==> config.mk <==
export PLATFORM = sky130hd
export DESIGN_NAME = waveform_loader_flat
export DESIGN_NICKNAME = d
export VERILOG_FILES = /design/src/rtl/waveform_pkg.sv /design/src/rtl/waveform_loader_if.sv /design/src/rtl/byte_assembler.sv /design/src/rtl/waveform_loader.sv /design/src/flat_wrapper.sv
export SDC_FILE = /design/constraint.sdc
export NUM_CORES = 1
export LEC_CHECK = 0
export BUFFER_PORTS_ARGS = -buffer_cell sky130_fd_sc_hd__buf_2
export CORE_MARGIN = 8
export CORE_UTILIZATION = 60
export CTS_BUF_LIST = sky130_fd_sc_hd__clkbuf_8
export DETAILED_ROUTE_END_ITERATION = 6
export PLACE_DENSITY = 0.85
export SLEW_MARGIN = 0
export SYNTH_ARGS = -nofsm -noshare
export SYNTH_HDL_FRONTEND = slang
export SYNTH_SLANG_ARGS = --single-unit
==> constraint.sdc <==
create_clock -name clk_in -period 6.4 [get_ports clk_in]
set_clock_uncertainty 0.2 [all_clocks]
set_input_delay 0 -clock clk_in [delete_from_list [all_inputs] [get_ports clk_in]]
set_output_delay 0 -clock clk_in [all_outputs]
set_load 0.02 [all_outputs]
==> src/rtl/waveform_pkg.sv <==
// Shared waveform RAM geometry and loader state encoding, used by the loader,
// the oscillator and the RAM instance.
package waveform_pkg;

  localparam int SAMPLE_WIDTH    = 24;
  localparam int WAVE_DEPTH      = 512;
  localparam int WAVE_ADDR_WIDTH = $clog2(WAVE_DEPTH);
  localparam int BPS             = SAMPLE_WIDTH / 8;

  typedef enum logic [2:0] {
    IDLE,
    RECV,
    WRITE,
    CHECK,
    DONE
  } loader_state_t;

endpackage

==> src/rtl/waveform_loader_if.sv <==
// Byte-stream input and waveform RAM port A bundle for the waveform loader.
interface waveform_loader_if;
  import waveform_pkg::*;

  logic [7:0]                 byte_in;
  logic                       byte_valid_in;
  logic                       byte_ready_out;
  logic [WAVE_ADDR_WIDTH-1:0] ram_addr_out;
  logic [SAMPLE_WIDTH-1:0]    ram_din_out;
  logic                       ram_we_out;
  logic                       ram_en_out;

  modport slave (
    input  byte_in, byte_valid_in,
    output byte_ready_out, ram_addr_out, ram_din_out, ram_we_out, ram_en_out
  );

  modport master (
    output byte_in, byte_valid_in,
    input  byte_ready_out, ram_addr_out, ram_din_out, ram_we_out, ram_en_out
  );

endinterface

==> src/rtl/byte_assembler.sv <==
// Packs accepted bytes MSB-first into a WIDTH-bit word; word_complete flags the
// acceptance of the final byte, after which the counter restarts at zero.
module byte_assembler #(
  parameter int WIDTH = 24
) (
  input  logic             clk,
  input  logic             rst_n,
  input  logic             clear,
  input  logic             accept,
  input  logic [7:0]       byte_in,
  output logic [WIDTH-1:0] word,
  output logic             word_complete
);

  localparam int NBYTES = WIDTH / 8;
  localparam int CNT_W  = (NBYTES > 1) ? $clog2(NBYTES) : 1;
  localparam logic [CNT_W-1:0] LAST_BYTE = CNT_W'(NBYTES - 1);

  logic [WIDTH-1:0] shift_q, shift_d;
  logic [CNT_W-1:0] cnt_q, cnt_d;

  assign word          = shift_q;
  assign word_complete = accept && (cnt_q == LAST_BYTE);

  always_comb begin
    shift_d = shift_q;
    cnt_d   = cnt_q;
    if (clear) begin
      shift_d = '0;
      cnt_d   = '0;
    end else if (accept) begin
      shift_d = (shift_q << 8) | WIDTH'(byte_in);
      cnt_d   = word_complete ? '0 : cnt_q + 1'b1;
    end
  end

  always_ff @(posedge clk or negedge rst_n) begin
    if (!rst_n) begin
      shift_q <= '0;
      cnt_q   <= '0;
    end else begin
      shift_q <= shift_d;
      cnt_q   <= cnt_d;
    end
  end

endmodule

==> src/rtl/waveform_loader.sv <==
// Streams bytes into the waveform RAM, one full table per load.
// Optional trailing XOR checksum byte when WAVE_LOADER_CHECKSUM_EN is defined.
module waveform_loader
  import waveform_pkg::*;
(
  input  logic                   clk_in,
  input  logic                   rst_n_in,
  input  logic                   start_in,
  input  logic                   abort_in,
  waveform_loader_if.slave       bus,
  output logic                   busy_out,
  output logic                   done_out,
  output logic [WAVE_ADDR_WIDTH:0] sample_count_out,
  output logic                   error_out
);

  localparam logic [WAVE_ADDR_WIDTH-1:0] LAST_IDX = WAVE_ADDR_WIDTH'(WAVE_DEPTH - 1);

  loader_state_t              state_q, state_d;
  logic [WAVE_ADDR_WIDTH-1:0] idx_q, idx_d, addr_q, addr_d;
  logic [SAMPLE_WIDTH-1:0]    din_q, din_d, asm_word;
  logic [WAVE_ADDR_WIDTH:0]   count_q, count_d;
  logic                       asm_clear, asm_accept, word_complete, in_write;
`ifdef WAVE_LOADER_CHECKSUM_EN
  logic [7:0]                 csum_q, csum_d;
  logic                       err_q, err_d;
`endif

  byte_assembler #(.WIDTH(SAMPLE_WIDTH)) u_asm (
    .clk           (clk_in),
    .rst_n         (rst_n_in),
    .clear         (asm_clear),
    .accept        (asm_accept),
    .byte_in       (bus.byte_in),
    .word          (asm_word),
    .word_complete (word_complete)
  );

  assign in_write   = (state_q == WRITE);
  assign asm_accept = bus.byte_valid_in && (state_q == RECV);

`ifdef WAVE_LOADER_CHECKSUM_EN
  assign bus.byte_ready_out = (state_q == RECV) || (state_q == CHECK);
  assign error_out          = err_q;
`else
  assign bus.byte_ready_out = (state_q == RECV);
  assign error_out          = 1'b0;
`endif

  // Address/data hold their last written values so only the strobe qualifies.
  assign bus.ram_we_out   = in_write;
  assign bus.ram_en_out   = in_write;
  assign bus.ram_addr_out = in_write ? idx_q : addr_q;
  assign bus.ram_din_out  = in_write ? asm_word : din_q;

  assign busy_out         = (state_q != IDLE);
  assign done_out         = (state_q == DONE);
  assign sample_count_out = count_q;

  always_comb begin
    state_d   = state_q;
    idx_d     = idx_q;
    count_d   = count_q;
    addr_d    = addr_q;
    din_d     = din_q;
    asm_clear = 1'b0;
`ifdef WAVE_LOADER_CHECKSUM_EN
    csum_d    = csum_q;
    err_d     = err_q;
`endif
    case (state_q)
      IDLE: begin
        if (start_in) begin
          idx_d     = '0;
          count_d   = '0;
          asm_clear = 1'b1;
`ifdef WAVE_LOADER_CHECKSUM_EN
          csum_d    = '0;
          err_d     = 1'b0;
`endif
          state_d   = RECV;
        end
      end
      RECV: begin
`ifdef WAVE_LOADER_CHECKSUM_EN
        if (asm_accept) csum_d = csum_q ^ bus.byte_in;
`endif
        if (abort_in)           state_d = IDLE;
        else if (word_complete) state_d = WRITE;
      end
      WRITE: begin
        addr_d  = idx_q;
        din_d   = asm_word;
        count_d = count_q + 1'b1;
        if (abort_in) begin
          state_d = IDLE;
        end else if (idx_q == LAST_IDX) begin
`ifdef WAVE_LOADER_CHECKSUM_EN
          state_d = CHECK;
`else
          state_d = DONE;
`endif
        end else begin
          idx_d   = idx_q + 1'b1;
          state_d = RECV;
        end
      end
`ifdef WAVE_LOADER_CHECKSUM_EN
      CHECK: begin
        if (abort_in) begin
          state_d = IDLE;
        end else if (bus.byte_valid_in) begin
          if (bus.byte_in != csum_q) err_d = 1'b1;
          state_d = DONE;
        end
      end
`endif
      DONE:    state_d = IDLE;
      default: state_d = IDLE;
    endcase
  end

  always_ff @(posedge clk_in or negedge rst_n_in) begin
    if (!rst_n_in) begin
      state_q <= IDLE;
      idx_q   <= '0;
      count_q <= '0;
      addr_q  <= '0;
      din_q   <= '0;
`ifdef WAVE_LOADER_CHECKSUM_EN
      csum_q  <= '0;
      err_q   <= 1'b0;
`endif
    end else begin
      state_q <= state_d;
      idx_q   <= idx_d;
      count_q <= count_d;
      addr_q  <= addr_d;
      din_q   <= din_d;
`ifdef WAVE_LOADER_CHECKSUM_EN
      csum_q  <= csum_d;
      err_q   <= err_d;
`endif
    end
  end

endmodule

==> src/flat_wrapper.sv <==
// flat-port wrapper written by rule: the top's interface ports become plain ports
module waveform_loader_flat import waveform_pkg::*;
  (clk_in, rst_n_in, start_in, abort_in, busy_out, done_out, sample_count_out, error_out, bus_byte_in, bus_byte_valid_in, bus_byte_ready_out, bus_ram_addr_out, bus_ram_din_out, bus_ram_we_out, bus_ram_en_out);
  waveform_loader_if bus_i ();
  input  logic clk_in;
  input  logic rst_n_in;
  input  logic start_in;
  input  logic abort_in;
  output logic busy_out;
  output logic done_out;
  output logic [WAVE_ADDR_WIDTH:0] sample_count_out;
  output logic error_out;
  input wire logic [$bits(bus_i.byte_in)-1:0] bus_byte_in;
  input wire logic [$bits(bus_i.byte_valid_in)-1:0] bus_byte_valid_in;
  output wire logic [$bits(bus_i.byte_ready_out)-1:0] bus_byte_ready_out;
  output wire logic [$bits(bus_i.ram_addr_out)-1:0] bus_ram_addr_out;
  output wire logic [$bits(bus_i.ram_din_out)-1:0] bus_ram_din_out;
  output wire logic [$bits(bus_i.ram_we_out)-1:0] bus_ram_we_out;
  output wire logic [$bits(bus_i.ram_en_out)-1:0] bus_ram_en_out;
  assign bus_i.byte_in = bus_byte_in;
  assign bus_i.byte_valid_in = bus_byte_valid_in;
  assign bus_byte_ready_out = bus_i.byte_ready_out;
  assign bus_ram_addr_out = bus_i.ram_addr_out;
  assign bus_ram_din_out = bus_i.ram_din_out;
  assign bus_ram_we_out = bus_i.ram_we_out;
  assign bus_ram_en_out = bus_i.ram_en_out;
  waveform_loader u_core (.clk_in(clk_in), .rst_n_in(rst_n_in), .start_in(start_in), .abort_in(abort_in), .bus(bus_i), .busy_out(busy_out), .done_out(done_out), .sample_count_out(sample_count_out), .error_out(error_out));
endmodule
==> impl_metrics.json, run 1 <==
{
  "antenna_found_initial": 0,
  "maxClockFrequency_mhz": 323,
  "setup.worst_path.start_class": "register",
  "fin_crit_sh_pct": 48.4,
  "maxSlewViolCount": 0,
  "synth.top_cells.by_area": "dfrtp_1 60%, nand2_1 12%, a22o_1 6.7%",
  "grt_use_total_pct": 18.7,
  "design.die.area_mm2": 0.00830,
  "hold_viol_final": 0,
  "max_slew_margin_pct": 33.9,
  "synth.largest_area_cell": "dfrtp_1",
  "synthesized_net_count": 344,
  "launch_instance_of_the_worst_register_to_register_path": "u_core.state_q[0]",
  "finalCoreUtilization_pct": 74.0,
  "startpoint": "u_core.state_q[0]",
  "class_of_the_tightest_hold_or_removal_check": "in -> async",
  "die_width_um": 91.1,
  "postRouteAntennaNets": 0,
  "ys_ff_latch": 81,
  "minimum_clock_period_ns": 3.10,
  "synth.yosys.seq_area_share_pct": 59.9,
  "yosys_most_used_dff": "dfrtp_1",
  "io_buffer_count": 60,
  "stdcell_area_mm2": 0.00405,
  "diodes": 0,
  "cp_slowest_stage_delay_ns": 0.67,
  "critical_path.cell_chain": "or3b_4, inv_1, buf_4, nand2_1, nand2_1, buf_2",
  "dpl_cell_area_mm2": 0.00369,
  "dp_hpwl_mm": 4.72,
  "core_outline_area_mm2": 0.00547,
  "worst_pin_slew_ns": 0.991,
  "timing.setup.tns_ns": 0,
  "ys_types": 42,
  "rsz0062_at_grt": "no",
  "powerDensity_mw_per_mm2": 378,
  "cts.repair.resized": 0,
  "cts_root_buffer": "clkbuf_8",
  "io_pins": 62,
  "clock_latency_ns": 0.34,
  "synth.cell_area_mm2": 0.00339,
  "critical_path.max_fanout": 49,
  "initial_core_utilization_pct": 61.9,
  "post_route_cells_drive_above_1_share_pct": 21.1,
  "cp_common_cell": "nand2_1",
  "remaining_drc_errors": 0,
  "cts_sinks": 81,
  "grtUsageMet2_pct": 28.8,
  "rows": 27,
  "die_height_um": 91.1,
  "timing.critical_path.required_ns": 6.20,
  "synth_commonest_cells": "112 x nand2_1, 81 x dfrtp_1, 26 x a22o_1, 11 x buf_2",
  "whs_ns": 0.166,
  "synth_top_area_share_pct": 59.9,
  "synth_edf_count": 0,
  "ir_worst_vdd_mv": 0.190,
  "grt_pass1_wl_mm": 12.7,
  "numCtsBuffers": 9,
  "maxCapViolations": 0,
  "crit_path_max_delay_cell_type": "or3b_4",
  "syn-mean-instance-area_um2": 10.3,
  "detailedRoute.firstIterationViolations": 228,
  "finish.net_count": 409,
  "dr_total_vias": 2650,
  "largest_buffer_count_on_any_clock_path": 2,
  "finalWeightedCongestion": 0.814,
  "post-synth-top-count-cell": "nand2_1",
  "critical_path.endpoint_type": "primary output",
  "grtUsageMet1_pct": 23.9,
  "grt_start_max_net_pins": 82,
  "routed_via_density": 5.64,
  "globalRouteOverflowTotal": 0,
  "finalSetupViolCount": 0,
  "status": "finished, final reports clean",
  "syn_to_final_growth_pct": 19.6,
  "clock_tree_from_tritoncts": "built",
  "timing.critical_path.arrival_ns": 2.90,
  "clock_tree.htree_level_count": 3,
  "synth_async_sr_flop_share_pct": 100,
  "cts.clk_slew.worst_paths_ns": 0.08,
  "gr-max-usage-layer": "met2",
  "timing.setup.critical_path_class": "reg -> out",
  "p_leak_nw": 2.17,
  "drt-total-wl_mm": 7.57,
  "detail_route.wl_per_cell_um": 16.1,
  "first_pass_iters": 4,
  "first_global_vias": 2664,
  "ys_warn_count": 0,
  "grt_use_met3_pct": 4.77,
  "syn_inst": 328
}
## stage by stage
| stage | cells | worst slack, ns | total power [W] |
|---|---|---|---|
| floorplan | 328 | 4.14 | 0.000971 |
| global placement | 442 | 3.72 | 0.00109 |
| detailed placement | 442 | 3.62 | 0.00110 |
| CTS | 470 | 3.30 | 0.00154 |
| global route | 470 | 3.13 | 0.00161 |
| finish | 470 | 3.30 | 0.00153 |
## cell type report
type | instances | area [µm²]
Sequential cell | 81 | 2030
Fill cell | 381 | 1420
Multi-Input combinational cell | 218 | 1220
Timing Repair Buffer | 74 | 438
Clock buffer | 11 | 151
Tap cell | 72 | 90.1
Clock inverter | 5 | 85.1
Inverter | 9 | 33.8
## placed cells by master (no fill, tap or decap), types with 2 or more instances in the layout
| cell type | instances |
|---|---|
| nand2_1 | 112 |
| dfrtp_1 | 81 |
| buf_2 | 59 |
| a22o_1 | 26 |
| dlygate4sd3_1 | 12 |
| clkbuf_8 | 11 |
| inv_1 | 9 |
| nand3_1 | 9 |
| mux2i_1 | 9 |
| o21ai_0 | 7 |
| nand4_1 | 5 |
| a31oi_1 | 5 |
| nor2_1 | 4 |
| nor4_1 | 3 |
| o31a_1 | 3 |
| ha_1 | 3 |
| buf_4 | 3 |
| nor3b_1 | 2 |
| or4_1 | 2 |
| o211ai_1 | 2 |
| a32o_1 | 2 |
| and3_1 | 2 |
| a21oi_1 | 2 |
| inv_6 | 2 |
| bufinv_16 | 2 |
## final timing paths
check / cells past startpoint / slack [ns] / endpoint
min reg2reg: 2 / 0.27 / u_core.din_q[11]
max reg2reg: 5 / 3.60 / u_core.sample_count_out[7]
max: 6 / 3.30 / bus_ram_din_out[2]
max in group asynchronous: 2 / 5.20 / u_core.u_asm.word[17]
min in group clk_in: 3 / 0.21 / u_core.u_asm.word[4]
min: 2 / 0.17 / u_core.sample_count_out[0]
## repair_timing
| item | CTS | global route |
|---|---|---|
| endpoints found under the hold margin | 99 | 0 |
| buffers inserted | 0 | 0 |
| hold buffers | 12 | 0 |
## flip-flops by register name (all words and copies together) (netlist names)
name and flops:
u_core.addr_q 9, u_core.din_q 24, u_core.idx_q 9, u_core.sample_count_out 10, u_core.state_q 3, u_core.u_asm.cnt_q 2
u_core.u_asm.word 24
## layer usage
metal  share of wire [%]  wire length (µm)
met1                  45              3410
met4                 2.3               176
met2                  47              3580
met5                   0                 0
met3                 5.3               403
## power breakdown
| part | switching, W | internal, W | total, W | leakage, nW |
|---|---|---|---|---|
| sequential | 0.0000931 | 0.000628 | 0.000721 | 1.11 |
| clock | 0.000184 | 0.000244 | 0.000427 | 0.117 |
| combinational | 0.000238 | 0.000146 | 0.000384 | 0.944 |
| total | 0.000515 | 0.00102 | 0.00153 | 2.17 |
## cells by family (layout without fill, tap and decap cells)
kind of cell,count (synthesis),after routing,synth area share (%)
and+or+nand+nor,150,150,19.4
adders and majority gates,3,3,1.11
muxes,10,10,2.99
DFF,81,81,59.9
AOI/OAI and AO/OA,54,54,12.5
buffers and inverters,29,99,3.95
other,1,1,0.111
## critical path, delay by kind of cell, from the launching register on
kind,cells,cell delay [ns]
flip-flops,1,0.49
AND/OR/NAND/NOR,3,0.87
buffers and inverters,3,1.17
No activity file was read; power rests on OpenSTA's default activity.
==> run 2: changes to the inputs <==
Settings changed: CORE_UTILIZATION 60 to 57, PLACE_DENSITY 0.85 to 0.81.
Clock period 6.4 ns to 2.98 ns, I/O delays scaled along.
==> run 2 against run 1 <==
  * Non-clock buffer count increased by 3
  * Critical endpoint is now u_core.idx_q[6]
  * Combinational power up 120%
  * Critical path type is now reg -> reg
  * Global-route usage down 0.23 points
  * Design area is 0.40% higher
  * Sequential power grew 110%
  * Sequential share of layout area down 0.20 points
==> impl_metrics.json, run 2 (synthesis gave the netlist of run 1 again) <==
{
  "status": "finished, final reports clean",
  "rows": 28,
  "largest_buffer_count_on_any_clock_path": 2,
  "maxClockFrequency_mhz": 386,
  "die_height_um": 93.1,
  "first_pass_iters": 5,
  "globalRouteOverflowTotal": 0,
  "timing.critical_path.arrival_ns": 2.59,
  "grt_pass1_wl_mm": 12.9,
  "power.switching_w": 0.00111,
  "core_outline_area_mm2": 0.00582,
  "die_width_um": 93.1,
  "mostFrequentLayoutCell": "nand2_1",
  "maxSlewViolCount": 0,
  "p_int_w": 0.00217,
  "clock_tree_from_tritoncts": "built",
  "postRouteAntennaNets": 0,
  "remaining_drc_errors": 0,
  "finish.net_count": 412,
  "gr-max-usage-layer": "met2",
  "detail_route.wl_per_cell_um": 16.2,
  "cts.clk_slew.worst_paths_ns": 0.08,
  "dr_total_vias": 2667,
  "grtUsageMet2_pct": 30.2,
  "timing.setup.critical_path_class": "reg -> reg",
  "numCtsBuffers": 9,
  "worst_pin_slew_ns": 0.970,
  "finalSetupViolCount": 0,
  "power.combinational.fraction_pct": 25.5,
  "critical_path.max_fanout": 4,
  "class_of_the_tightest_hold_or_removal_check": "in -> async",
  "drt-total-wl_mm": 7.73,
  "ir_worst_vdd_mv": 0.503,
  "power.sequential.fraction_pct": 47.3,
  "antenna_found_initial": 0,
  "setup.worst_path.start_class": "register",
  "place_ws_ns": 0.464,
  "grt_start_max_net_pins": 82,
  "powerDensity_mw_per_mm2": 806,
  "syn_to_final_growth_pct": 20.1,
  "timing.critical_path.required_ns": 2.98,
  "clock_latency_ns": 0.35,
  "routed_via_density": 5.60,
  "grtUsageMet1_pct": 22.9,
  "design.die.area_mm2": 0.00866,
  "initial_core_utilization_pct": 58.2,
  "fin_ws_ns": 0.392,
  "post_route_cells_drive_above_1_share_pct": 21.7,
  "grt_use_total_pct": 18.4,
  "io_pins": 62,
  "finalWeightedCongestion": 0.813,
  "critical_path.endpoint_type": "register",
  "first_global_vias": 2723,
  "most-common-layout-cells": "112 x nand2_1, 81 x dfrtp_1, 59 x buf_2",
  "maxCapViolations": 0,
  "io_buffer_count": 60,
  "switching_share_pct": 33.9,
  "clock_tree.htree_level_count": 3,
  "pwr-share-clk_pct": 27.2,
  "grt_use_met3_pct": 5.45,
  "rsz0062_at_grt": "no",
  "max_slew_margin_pct": 35.4,
  "cts_sinks": 81,
  "minimum_clock_period_ns": 2.59,
  "cts_root_buffer": "clkbuf_8",
  "timing.setup.tns_ns": 0,
  "diodes": 0,
  "p_leak_nw": 2.17,
  "hold_viol_final": 0,
  "fin_crit_sh_pct": 86.8,
  "detailedRoute.firstIterationViolations": 192,
  "r2r_slack_ns": 0.39,
  "dp_hpwl_mm": 5.20
}
-- run 2: cell count changes in the layout (fill, tap and decap cells not counted) --
cell / before / now
clkinvlp_4: 1 / 2
clkinv_2: 0 / 1
inv_6: 2 / 1
clkbuf_8: 11 / 10
buf_4: 3 / 6
-- run 2: worst max-delay path: stages, from the launching register on --
cell       delay, ns
dfrtp_1         0.43
ha_1            0.26
nand2_1         0.11
nor3_1          0.07
ha_1            0.21
or3b_2          0.51
a2111oi_0       0.52
a22oi_1         0.13
-- run 2: metal layers --
layer	share of wire, %	vias up
met5	0	-
met4	1.0	0
met3	6.5	10
met2	48	85
met1	44	1303
li1	-	1269
-- run 2: worst paths after layout --
kind | cells after the start | startpoint | endpoint
max in group asynchronous | 2 | rst_n_in | u_core.u_asm.cnt_q[1]
min in group clk_in | 3 | bus_byte_in[1] | u_core.u_asm.word[1]
max | 7 | u_core.idx_q[0] | u_core.idx_q[6]
min | 2 | rst_n_in | u_core.idx_q[2]
max reg2reg | 7 | u_core.idx_q[0] | u_core.idx_q[6]
min reg2reg | 2 | u_core.din_q[16] | u_core.din_q[16]
-- run 2: final cells by class --
class                      instances  area, µm²
inverter                           9       33.8
timing repair buffer              77        460
clock buffer                      10        138
multi-input combinational        218       1220
tap                               75       93.8
sequential                        81       2030
clock inverter                     6       88.8
fill                             464       1750
-- run 2: metrics by stage --
| step | area, µm² | hold WS [ns] | util [%] | cells | power (W) |
|---|---|---|---|---|---|
| 3_5_place_dp | 3720 | 0.0248 | 64.0 | 448 | 0.00239 |
| 4_1_cts | 4070 | 0.184 | 69.9 | 476 | 0.00330 |
| 5_1_grt | 4070 | 0.204 | 69.9 | 476 | 0.00346 |
| 2_1_floorplan | 3390 | -0.496 | - | 328 | 0.00209 |
| 3_3_place_gp | 3720 | 0.0242 | 64.0 | 448 | 0.00235 |
| 6_report | 4070 | 0.132 | 69.9 | 476 | 0.00328 |
-- run 2: power groups by stage --
stage	Sequential [W]	Clock, W	Combinational [W]
2_1_floorplan	0.00153	0	0.000561
3_3_place_gp	0.00155	0	0.000802
3_5_place_dp	0.00156	0	0.000829
4_1_cts	0.00155	0.000911	0.000843
5_1_grt	0.00158	0.000955	0.000919
6_report	0.00155	0.000891	0.000836
-- run 2: repair_timing --
item                      in CTS  in global routing
hold endpoints to repair     101                  0
hold buffers                  12                  0
gates resized for setup        0                  0
buffers inserted               0                  0
